File: config.mk
export PLATFORM = sky130hd
export DESIGN_NAME = stream_mux_nto1
export DESIGN_NICKNAME = d
export VERILOG_FILES = /design/src/rtl/cgra_stream_pkg.sv /design/src/rtl/rr_arbiter.sv /design/src/rtl/stream_mux_nto1.sv
export SDC_FILE = /design/constraint.sdc
export NUM_CORES = 1
export LEC_CHECK = 0
export BUFFER_PORTS_ARGS = -buffer_cell sky130_fd_sc_hd__clkbuf_2
export CAP_MARGIN = 20
export CORE_MARGIN = 4
export CORE_UTILIZATION = 44
export CTS_BUF_LIST = sky130_fd_sc_hd__clkbuf_4 sky130_fd_sc_hd__clkbuf_8
export CTS_CLUSTER_DIAMETER = 100
export CTS_CLUSTER_SIZE = 30
export DETAILED_ROUTE_END_ITERATION = 12
export GPL_TIMING_DRIVEN = 0
export HOLD_SLACK_MARGIN = 0.15
export PLACE_DENSITY = 0.84
export SLEW_MARGIN = 25
export SYNTH_ARGS = -nofsm -noshare
export SYNTH_HDL_FRONTEND = slang
export SYNTH_SLANG_ARGS = --single-unit
File: constraint.sdc
create_clock -name clock -period 4.5 [get_ports clock]
set_clock_uncertainty 0.1 [all_clocks]
set_input_delay 0.45 -clock clock [delete_from_list [all_inputs] [get_ports clock]]
set_output_delay 0.45 -clock clock [all_outputs]
set_load 0.03 [all_outputs]
File: src/rtl/cgra_stream_pkg.sv
// Shared types and helpers for the CGRA stream routing fabric.
package cgra_stream_pkg;

    typedef enum logic {
        IDLE,
        LOCKED
    } state_t;

    localparam logic MODE_STATIC = 1'b0;
    localparam logic MODE_RR     = 1'b1;

    function automatic logic sel_in_range(input int unsigned sel, input int unsigned n);
        return sel < n;
    endfunction

endpackage

File: src/rtl/rr_arbiter.sv
// Combinational round-robin arbiter: first requester at or after ptr+1, wrapping.
module rr_arbiter #(
    parameter int unsigned N_IN  = 4,
    parameter int unsigned SEL_W = $clog2(N_IN)
) (
    input  logic [N_IN-1:0]  req,
    input  logic [SEL_W-1:0] ptr,
    output logic [N_IN-1:0]  gnt,
    output logic [SEL_W-1:0] gnt_idx
);

    // Priority is the wrapped distance from ptr+1; with no requester the
    // grant parks on ptr+1.
    always_comb begin
        int unsigned start;
        int unsigned best_d;
        int unsigned d;
        start   = (32'(ptr) + 1) % N_IN;
        best_d  = N_IN;
        d       = 0;
        gnt_idx = SEL_W'(start);
        for (int unsigned i = 0; i < N_IN; i++) begin
            d = (i + N_IN - start) % N_IN;
            if (req[i] && (d < best_d)) begin
                best_d  = d;
                gnt_idx = SEL_W'(i);
            end
        end
        gnt = N_IN'(1) << gnt_idx;
    end

endmodule

File: src/rtl/stream_mux_nto1.sv
// Registered N-to-1 stream mux with static or round-robin selection and
// packet-atomic switching on the last flag.
module stream_mux_nto1
    import cgra_stream_pkg::*;
#(
    parameter int unsigned WIDTH = 32,
    parameter int unsigned N_IN  = 4,
    parameter int unsigned SEL_W = $clog2(N_IN)
) (
    input  logic                  clock,
    input  logic                  reset,
    input  logic                  cfg_we,
    input  logic                  cfg_mode,
    input  logic [SEL_W-1:0]      cfg_sel,
    input  logic [N_IN*WIDTH-1:0] in_data,
    input  logic [N_IN-1:0]       in_valid,
    input  logic [N_IN-1:0]       in_last,
    output logic [N_IN-1:0]       in_ready,
    output logic [WIDTH-1:0]      out_data,
    output logic                  out_valid,
    output logic                  out_last,
    input  logic                  out_ready,
    output logic [SEL_W-1:0]      cur_sel,
    output logic                  cfg_err
);

    state_t             state_q;
    state_t             state_d;
    logic               mode_q;
    logic [SEL_W-1:0]   sel_q;
    logic [SEL_W-1:0]   lock_sel;
    logic [SEL_W-1:0]   rr_ptr;
    logic [N_IN-1:0]    arb_gnt;
    logic [SEL_W-1:0]   arb_idx;
    logic [SEL_W-1:0]   grant;
    logic [N_IN-1:0]    grant_oh;
    logic               grant_ok;
    logic [WIDTH-1:0]   grant_data;
    logic               grant_last;
    logic               ld;
    logic               hs;

    rr_arbiter #(
        .N_IN  (N_IN),
        .SEL_W (SEL_W)
    ) u_arb (
        .req     (in_valid),
        .ptr     (rr_ptr),
        .gnt     (arb_gnt),
        .gnt_idx (arb_idx)
    );

    // An out-of-range static select shifts the one-hot grant out entirely.
    always_comb begin
        grant    = sel_q;
        grant_oh = N_IN'(1) << sel_q;
        grant_ok = sel_in_range(32'(sel_q), N_IN);
        if (state_q == LOCKED) begin
            grant    = lock_sel;
            grant_oh = N_IN'(1) << lock_sel;
            grant_ok = 1'b1;
        end else if (mode_q == MODE_RR) begin
            grant    = arb_idx;
            grant_oh = arb_gnt;
            grant_ok = 1'b1;
        end
    end

    always_comb begin
        grant_data = '0;
        grant_last = 1'b0;
        for (int unsigned i = 0; i < N_IN; i++) begin
            if (grant_oh[i]) begin
                grant_data = in_data[i*WIDTH +: WIDTH];
                grant_last = in_last[i];
            end
        end
    end

    assign ld = ~out_valid | out_ready;
    assign hs = |(in_valid & in_ready);

    always_ff @(posedge clock) begin
        if (reset) begin
            state_q <= IDLE;
        end else begin
            state_q <= state_d;
        end
    end

    always_comb begin
        state_d = state_q;
        case (state_q)
            IDLE:    if (hs && !grant_last) state_d = LOCKED;
            LOCKED:  if (hs && grant_last)  state_d = IDLE;
            default: state_d = IDLE;
        endcase
    end

    always_comb begin
        in_ready = (ld && grant_ok && !reset) ? grant_oh : '0;
        cur_sel  = grant;
    end

    always_ff @(posedge clock) begin
        if (reset) begin
            lock_sel <= '0;
            rr_ptr   <= SEL_W'(N_IN - 1);
        end else if (state_q == IDLE && hs) begin
            if (!grant_last) begin
                lock_sel <= grant;
            end
            if (mode_q == MODE_RR) begin
                rr_ptr <= grant;
            end
        end
    end

    // Config is captured immediately but only steers the grant while IDLE.
    always_ff @(posedge clock) begin
        if (reset) begin
            mode_q  <= MODE_STATIC;
            sel_q   <= '0;
            cfg_err <= 1'b0;
        end else if (cfg_we) begin
            mode_q <= cfg_mode;
            sel_q  <= cfg_sel;
            if (!sel_in_range(32'(cfg_sel), N_IN)) begin
                cfg_err <= 1'b1;
            end
        end
    end

    always_ff @(posedge clock) begin
        if (reset) begin
            out_valid <= 1'b0;
            out_data  <= '0;
            out_last  <= 1'b0;
        end else if (ld) begin
            out_valid <= hs;
            if (hs) begin
                out_data <= grant_data;
                out_last <= grant_last;
            end
        end
    end

endmodule

==> metrics.md, run 1 <==
| Metric | Value |
|---|---|
| Setup TNS | `0 ns` |
| Core area | `6030 um^2` |
| Share of cells above drive strength 1 | `0.499` |
| Ant diodes | `0` |
| Fmax | `242 MHz` |
| Antenna Nets Post-Route | `0` |
| # fillers | `550` |
| Via/cell ratio | `approximately 5.6` |
| Cell Area, Synth | `about 2800 um^2` |
| Final Setup Violations | `0` |
| Grt ovf | `0` |
| WP data arrival | `3.59 ns` |
| Ys async rst share | `0` |
| Switch share | `0.429` |
| Total power | `approximately 1.7 mW` |
| Total of max-cap violations | `0` |
| Largest family of logic cells by synthesized area | `compound AO/OA/AOI/OAI gates` |
| CTS buffer count | `5` |
| DRC | `0` |
| DRT Pass-1 Iters | `5` |
| Synth warn | `0` |
| Most frequent cells after synthesis | `nand2_1 (69), dfxtp_1 (42), nand3_1 (34)` |
| Die ar. | `7640 um^2` |
| NetSw | `approximately 720 uW` |
| DIE HEIGHT | `87.4 um` |
| Gpl congestion | `0.872` |
| Tot GR Track Use | `0.247` |
| Post-synthesis mux area share | `0.0253` |
| WL final | `9600 um` |
| Nets | `between 600 and 700` |
| Clock-pin slew on the worst setup and hold paths | `roughly 0.090 ns` |
| Hold-fix buffers, CTS | `0` |
| WL/cell | `between 15 and 20 um` |
| Worst Setup Start Kind | `flip-flop` |
| CTS tree | `done` |
| Top cell type's share of synthesized area | `0.303` |
| Post-synthesis register bit count | `42` |
| Worst min path class | `in2reg` |
| Die X | `87.4 um` |
| RSZ-0062 raised after global routing | `false` |
| Num ports | `184` |
| Crit. End Element | `output port` |
| Top-count cell post-synth | `nand2_1` |
| Clock buffer depth | `2` |
| First-pass GRT wire length | `15200 um` |
| Sequential standard cell area | `841 um^2` |
| Avg Synthesized Cell Area | `8.41 um^2` |
| Actual slew at the worst max-slew pin | `0.541 ns` |
| Pwr Density | `431 nW/um^2` |
| Tmin final | `4.14 ns` |
| XOR/XNOR Fraction of Synth Area | `0.00586` |
| Critical path class | `reg2out` |
| Rel. slew slack | `0.639` |
| Flop pwr share | `0.304` |
| Top post-synthesis cells by area | `dfxtp_1 (30%), o221a_2 (13%), a22o_1 (10%)` |
| Cell Rows | `28` |
| Via count | `3326` |
| EDFF count, synth | `0` |
| Clock network fraction of total power | `0.149` |
| Cell variety after synth | `55` |
| Reg2reg path depth | `16` |
| Compound-Gate Fraction of Synth Area | `0.343` |
| Layout area overhead | `40.5%` |
| Number of H-tree levels | `2` |
| Tcrit/Tclk final | `0.920` |
| Cells after synthesis | `330` |
| Iter 0 DRT Violations | `163` |
| WHS Path Cells | `3` |
| Largest net degree at the start of global routing | `14` |
| Sink Count | `42` |
| Status | `finished clean` |
| Comb pwr share | `0.547` |
| Initial core utilization | `0.460` |
| Synth Flop Type | `dfxtp_1` |
| Clock Latency Late Sink | `0.29 ns` |
| Adder-cell share of the synthesized area | `0.00902` |
| Internal | `960 uW` |
| Number of global-route vias before repair | `3236` |
| Multi-input combinational cell area | `roughly 1700 um^2` |
| Sequential share of the synthesized area | `0.303` |
| CTS root buffer | `clkbuf_8` |
| CP Max Fanout | `10` |
| Data required, critical path | `3.95 ns` |
| # port buffers | `180` |
| Final Max Slew Viols | `0` |
| Hold Violations, Final | `0` |
| Initial antenna violation count | `0` |
| Post-DP HPWL | `7610 um` |
| Static leakage | `~2 nW` |
| Peak supply drop | `0.227 mV` |
| Post-synth top area cell | `dfxtp_1` |
| Mapped Nets | `475` |
| Simple-gate share of the synthesized area | `0.241` |
worst paths after layout:
path                       startpoint                  endpoint  slack [ns]
max            rr_ptr[0]$_SDFFE_PP1P_               in_ready[2]        0.36
min                        cfg_sel[1]     sel_q[1]$_SDFFE_PP0P_        0.29
max reg2reg    rr_ptr[0]$_SDFFE_PP1P_  lock_sel[0]$_SDFFE_PP0P_        0.57
min reg2reg  lock_sel[0]$_SDFFE_PP0P_  lock_sel[0]$_SDFFE_PP0P_        0.36
logic make-up (layout without fill, tap and decap cells):
logic type	after synthesis	count (layout)
AND/OR/NAND/NOR	140	140
AO/OA/AOI/OAI	98	98
flip-flops	42	42
buffers and inverters	39	230
multiplexers	7	7
adder cells (fa/ha/maj)	2	2
other	1	1
XOR/XNOR	1	1
registers in the layout (all words and copies together) (netlist names), named ones only:
register / cells
lock_sel: 2
mode_q: 1
out_data: 32
out_last: 1
out_valid: 1
rr_ptr: 2
sel_q: 2
final cells by class:
class,count,area share
Tap cell,75,0.0241
Timing Repair Buffer,183,0.237
Multi-Input combinational cell,249,0.448
Buffer,31,0.0433
Clock inverter,2,0.00321
Sequential cell,42,0.216
Inverter,8,0.00770
Clock buffer,6,0.0212
power by group through the flow:
stage	registers [mW]	logic (mW)	clock network [mW]
after floorplan	0.682	0.469	0
after global placement	0.514	0.889	0
after detailed placement	0.519	0.903	0
after CTS	0.511	0.910	0.258
after global routing	0.522	0.995	0.277
final	0.511	0.919	0.251
critical path: stages (launching register included):
cell and delay [ns]:
dfxtp_1 0.31, buf_4 0.16, mux2i_1 0.13, nor2_1 0.07
a31oi_1 0.20, ha_1 0.28, o22ai_1 0.26, o21ai_2 0.15
nand2_1 0.08, o21ai_0 0.08, ha_1 0.28, o311ai_0 0.17
o21a_4 0.30, nor2_4 0.14, clkbuf_4 0.22, inv_1 0.08
nor3_1 0.18, clkbuf_2 0.23
cells in the final DEF (no fill, tap or decap), drive strengths merged, types with 2 or more instances in the layout:
master	netlist	final
a211oi	3	3
a21o	2	2
a21oi	3	3
a22o	32	32
a31oi	2	2
and3	3	3
buf	19	21
clkbuf	12	199
dfxtp	42	42
ha	2	2
inv	8	8
mux2i	7	7
nand2	69	69
nand2b	4	4
nand3	34	34
nor2	15	15
nor2b	3	3
nor3	4	4
nor3b	2	2
o2111ai	2	2
o21a	3	3
o21ai	7	7
o221a	32	32
o221ai	2	2
o311ai	2	2
or3	2	2
stage by stage:
step           cell area (um^2)  worst slack (ns)   util  hold WS [ns]  instances
2_1_floorplan              2770             0.191      -         0.337        330
3_3_place_gp               3770             0.145  0.625         0.338        585
3_5_place_dp               3770            0.0628  0.625         0.345        585
4_1_cts                    3870            0.0900  0.642         0.294        593
5_1_grt                    3900            0.0737  0.647         0.321        596
6_report                   3900             0.359  0.647         0.295        596
metal layers:
layer	part of all wire	vias up	routed length [um]	GRT usage
li1	-	1623	-	-
met1	0.39	1539	3790	0.303
met2	0.51	150	4930	0.445
met3	0.078	14	752	0.0378
met4	0.014	0	134	0.0628
met5	0	-	0	0
timing repair:
| item | CTS | global route |
|---|---|---|
| pin swaps | 0 | 1 |
| setup endpoints to repair | 1 | 3 |
| gates resized for setup | 1 | 2 |
| setup buffers | 0 | 3 |
No activity file was read; power rests on OpenSTA's default activity.
==> inputs of run 2 (changes only) <==
--- a/config.mk
+++ b/config.mk
@@ -15,7 +15,7 @@
 export DETAILED_ROUTE_END_ITERATION = 12
 export GPL_TIMING_DRIVEN = 0
 export HOLD_SLACK_MARGIN = 0.15
-export PLACE_DENSITY = 0.84
+export PLACE_DENSITY = 0.88
 export SLEW_MARGIN = 25
 export SYNTH_ARGS = -nofsm -noshare
 export SYNTH_HDL_FRONTEND = slang
==> run 2 against run 1 <==
Net effect:
- setup slack gained 0.027 ns
- hold slack got worse by 0.012 ns
- clock power rose by 5%
- global-route usage fell by 0.36 points
- via count fell by 1.6%
- register-to-register slack improved by 0.15 ns
- first-iteration DRC count down 24%
- sequential share of layout area hardly changed
- fmax up 0.65%
- critical endpoint unchanged
- largest cell class unchanged
==> metrics.md, run 2 (synthesis results as in run 1) <==
| Metric | Value |
|---|---|
| Status | `finished clean` |
| Worst min path class | `in2reg` |
| WL final | `9600 um (about the same)` |
| Number of H-tree levels | `2 (unchanged)` |
| Reg2reg setup slack | `0.72 ns (+0.15 ns)` |
| Commonest non-fill, non-tap cell in the layout | `clkbuf_2` |
| First-pass GRT wire length | `14900 um (-1.9%)` |
| Cell Rows | `28 (unchanged)` |
| Antenna Nets Post-Route | `0 (unchanged)` |
| Most frequent cells in the layout | `clkbuf_2 (180), nand2_1 (69), dfxtp_1 (42)` |
| Most used cell along the critical path | `ha_1` |
| Iter 0 DRT Violations | `124 (-24%)` |
| # fillers | `515 (-6.4%)` |
| Via count | `3273 (-1.6%)` |
| Max FFs per register | `32 (unchanged)` |
| Clock-pin slew on the worst setup and hold paths | `0.08 ns (about the same)` |
| Fmax | `243 MHz (+0.65%)` |
| CTS root buffer | `clkbuf_8` |
| DIE HEIGHT | `87.4 um (unchanged)` |
| Die X | `87.4 um (unchanged)` |
| Initial antenna violation count | `0 (unchanged)` |
| Final Setup Violations | `0 (unchanged)` |
| Setup TNS | `0 ns (unchanged)` |
| Number of global-route vias before repair | `3220 (-0.49%)` |
| DRC | `0 (unchanged)` |
| DRT Pass-1 Iters | `8 (+3)` |
| Total power | `1.68 mW (+0.22%)` |
| # port buffers | `180 (unchanged)` |
| Clock buffer depth | `2 (unchanged)` |
| Grt ovf | `0 (unchanged)` |
| WL/cell | `16.2 um (+0.33%)` |
| Worst Setup Start Kind | `flip-flop` |
| RSZ-0062 raised after global routing | `false` |
| WP data arrival | `3.56 ns (-0.03 ns)` |
| Largest net degree at the start of global routing | `14 (unchanged)` |
| Die ar. | `7640 um^2 (unchanged)` |
| Share of cells above drive strength 1 | `0.499 (about the same)` |
| Post-DP HPWL | `7560 um (-0.72%)` |
| Pwr Density | `432 nW/um^2 (+0.25%)` |
| Final core occ | `0.647 (about the same)` |
| Tot GR Track Use | `0.243 (-0.00362)` |
| CTS buffer count | `5 (unchanged)` |
| Tmin final | `4.11 ns (-0.0268 ns)` |
| Slowest stage cell, crit path | `dfxtp_1` |
| Top delay family on crit path | `compound AO/OA/AOI/OAI gates` |
| Met2 Use GR | `0.422 (-0.0233)` |
| Peak supply drop | `0.207 mV (-8.8%)` |
| Layout area overhead | `40.5% (about the same)` |
| CTS tree | `done` |
| Clock Latency Late Sink | `0.30 ns (about the same)` |
| Total of max-cap violations | `0 (unchanged)` |
| CP Max Fanout | `10 (unchanged)` |
| Nets | `663 (-0.30%)` |
| Via/cell ratio | `5.51 (-1.3%)` |
| Gpl congestion | `0.898 (+3.0%)` |
| Static leakage | `1.99 nW (-0.31%)` |
| Tcrit/Tclk final | `0.914 (-0.00595)` |
| Ant diodes | `0 (unchanged)` |
| GR peak layer | `met2` |
| Crit path cell chain | `buf_4, mux2i_1, nor2_1, a31oi_1, ha_1, o22ai_2, o21ai_4, nand2_1, o21ai_0, ha_1, o311ai_0, o21a_4, nor2_4, clkbuf_4, inv_1, nor3_1, clkbuf_2` |
| Actual slew at the worst max-slew pin | `0.572 ns (+0.0312 ns)` |
| Hold Violations, Final | `0 (unchanged)` |
| Final Max Slew Viols | `0 (unchanged)` |
| Sink Count | `42 (unchanged)` |
| Rel. slew slack | `0.619 (-0.0208)` |
| Grt met3 use | `0.0624 (+0.0246)` |
| Crit. End Element | `output port` |
| Critical path class | `reg2out` |
| Num ports | `184 (unchanged)` |
| CP peak stage delay | `0.31 ns (about the same)` |
| Top reg by flops | `out_data` |
| Data required, critical path | `3.95 ns (about the same)` |
| Core area | `6030 um^2 (unchanged)` |
| Initial core utilization | `0.460 (unchanged)` |
| Worst path buffer plus inverter count | `4 (unchanged)` |
| GRT met1 Usage | `0.290 (-0.0123)` |
-- run 2: changes by cell type in the layout (fill, tap and decap cells not counted), sizes merged --
cell	before	now
buf	21	19
-- run 2: tightest hold or removal path, delay by kind of cell --
family / cells / cell delay (ns)
multiplexers: 1 / 0.06
buffers and inverters: 1 / 0.07
AND/OR/NAND/NOR: 1 / 0.07
-- run 2: what timing repair did --
item,CTS,global route
setup buffers,0,1
endpoints found under the setup margin,1,5
pin swaps,0,1
hold buffers,0,0
endpoints found under the hold margin,0,0
resized for setup,1,4
-- run 2: where the power goes --
part	leakage (nW)	internal (mW)	switching, mW	total [mW]
Clock	0.0472	0.124	0.140	0.263
Sequential	0.347	0.464	0.0495	0.513
Combinational	1.60	0.369	0.539	0.908
-- run 2: area by class of cell --
class	instances	area, um^2	area share
well taps	75	93.8	0.0241
clock inverters	2	12.5	0.00321
inverters	8	30.0	0.00771
repair buffers	181	908	0.233
clock buffers	6	82.6	0.0212
flip-flops and latches	42	841	0.216
plain buffers	31	169	0.0434
multi-input cells	249	1760	0.452
-- run 2: metrics by stage --
step / setup WS, ns / instance area, um^2 / cells / hold WS (ns)
2_1_floorplan: 0.191 / 2770 / 330 / 0.337
4_1_cts: 0.0816 / 3870 / 593 / 0.276
3_5_place_dp: 0.0699 / 3770 / 585 / 0.344
5_1_grt: 0.0715 / 3900 / 594 / 0.306
6_report: 0.386 / 3900 / 594 / 0.283
3_3_place_gp: 0.205 / 3770 / 585 / 0.337
-- run 2: final timing paths --
kind	startpoint	end	cells after the start
worst max-delay path	rr_ptr[0]$_SDFFE_PP1P_	in_ready[2]	17
worst min register to register	out_last$_SDFFE_PP0P_	out_last$_SDFFE_PP0P_	1
worst min-delay path	cfg_mode	mode_q$_SDFFE_PP0P_	3
worst max register to register	rr_ptr[0]$_SDFFE_PP1P_	lock_sel[0]$_SDFFE_PP0P_	16
-- run 2: routing by layer --
metal,routed length [um],vias up
met5,0,-
met4,201,0
met3,836,21
met2,4640,146
met1,3930,1490
li1,-,1616
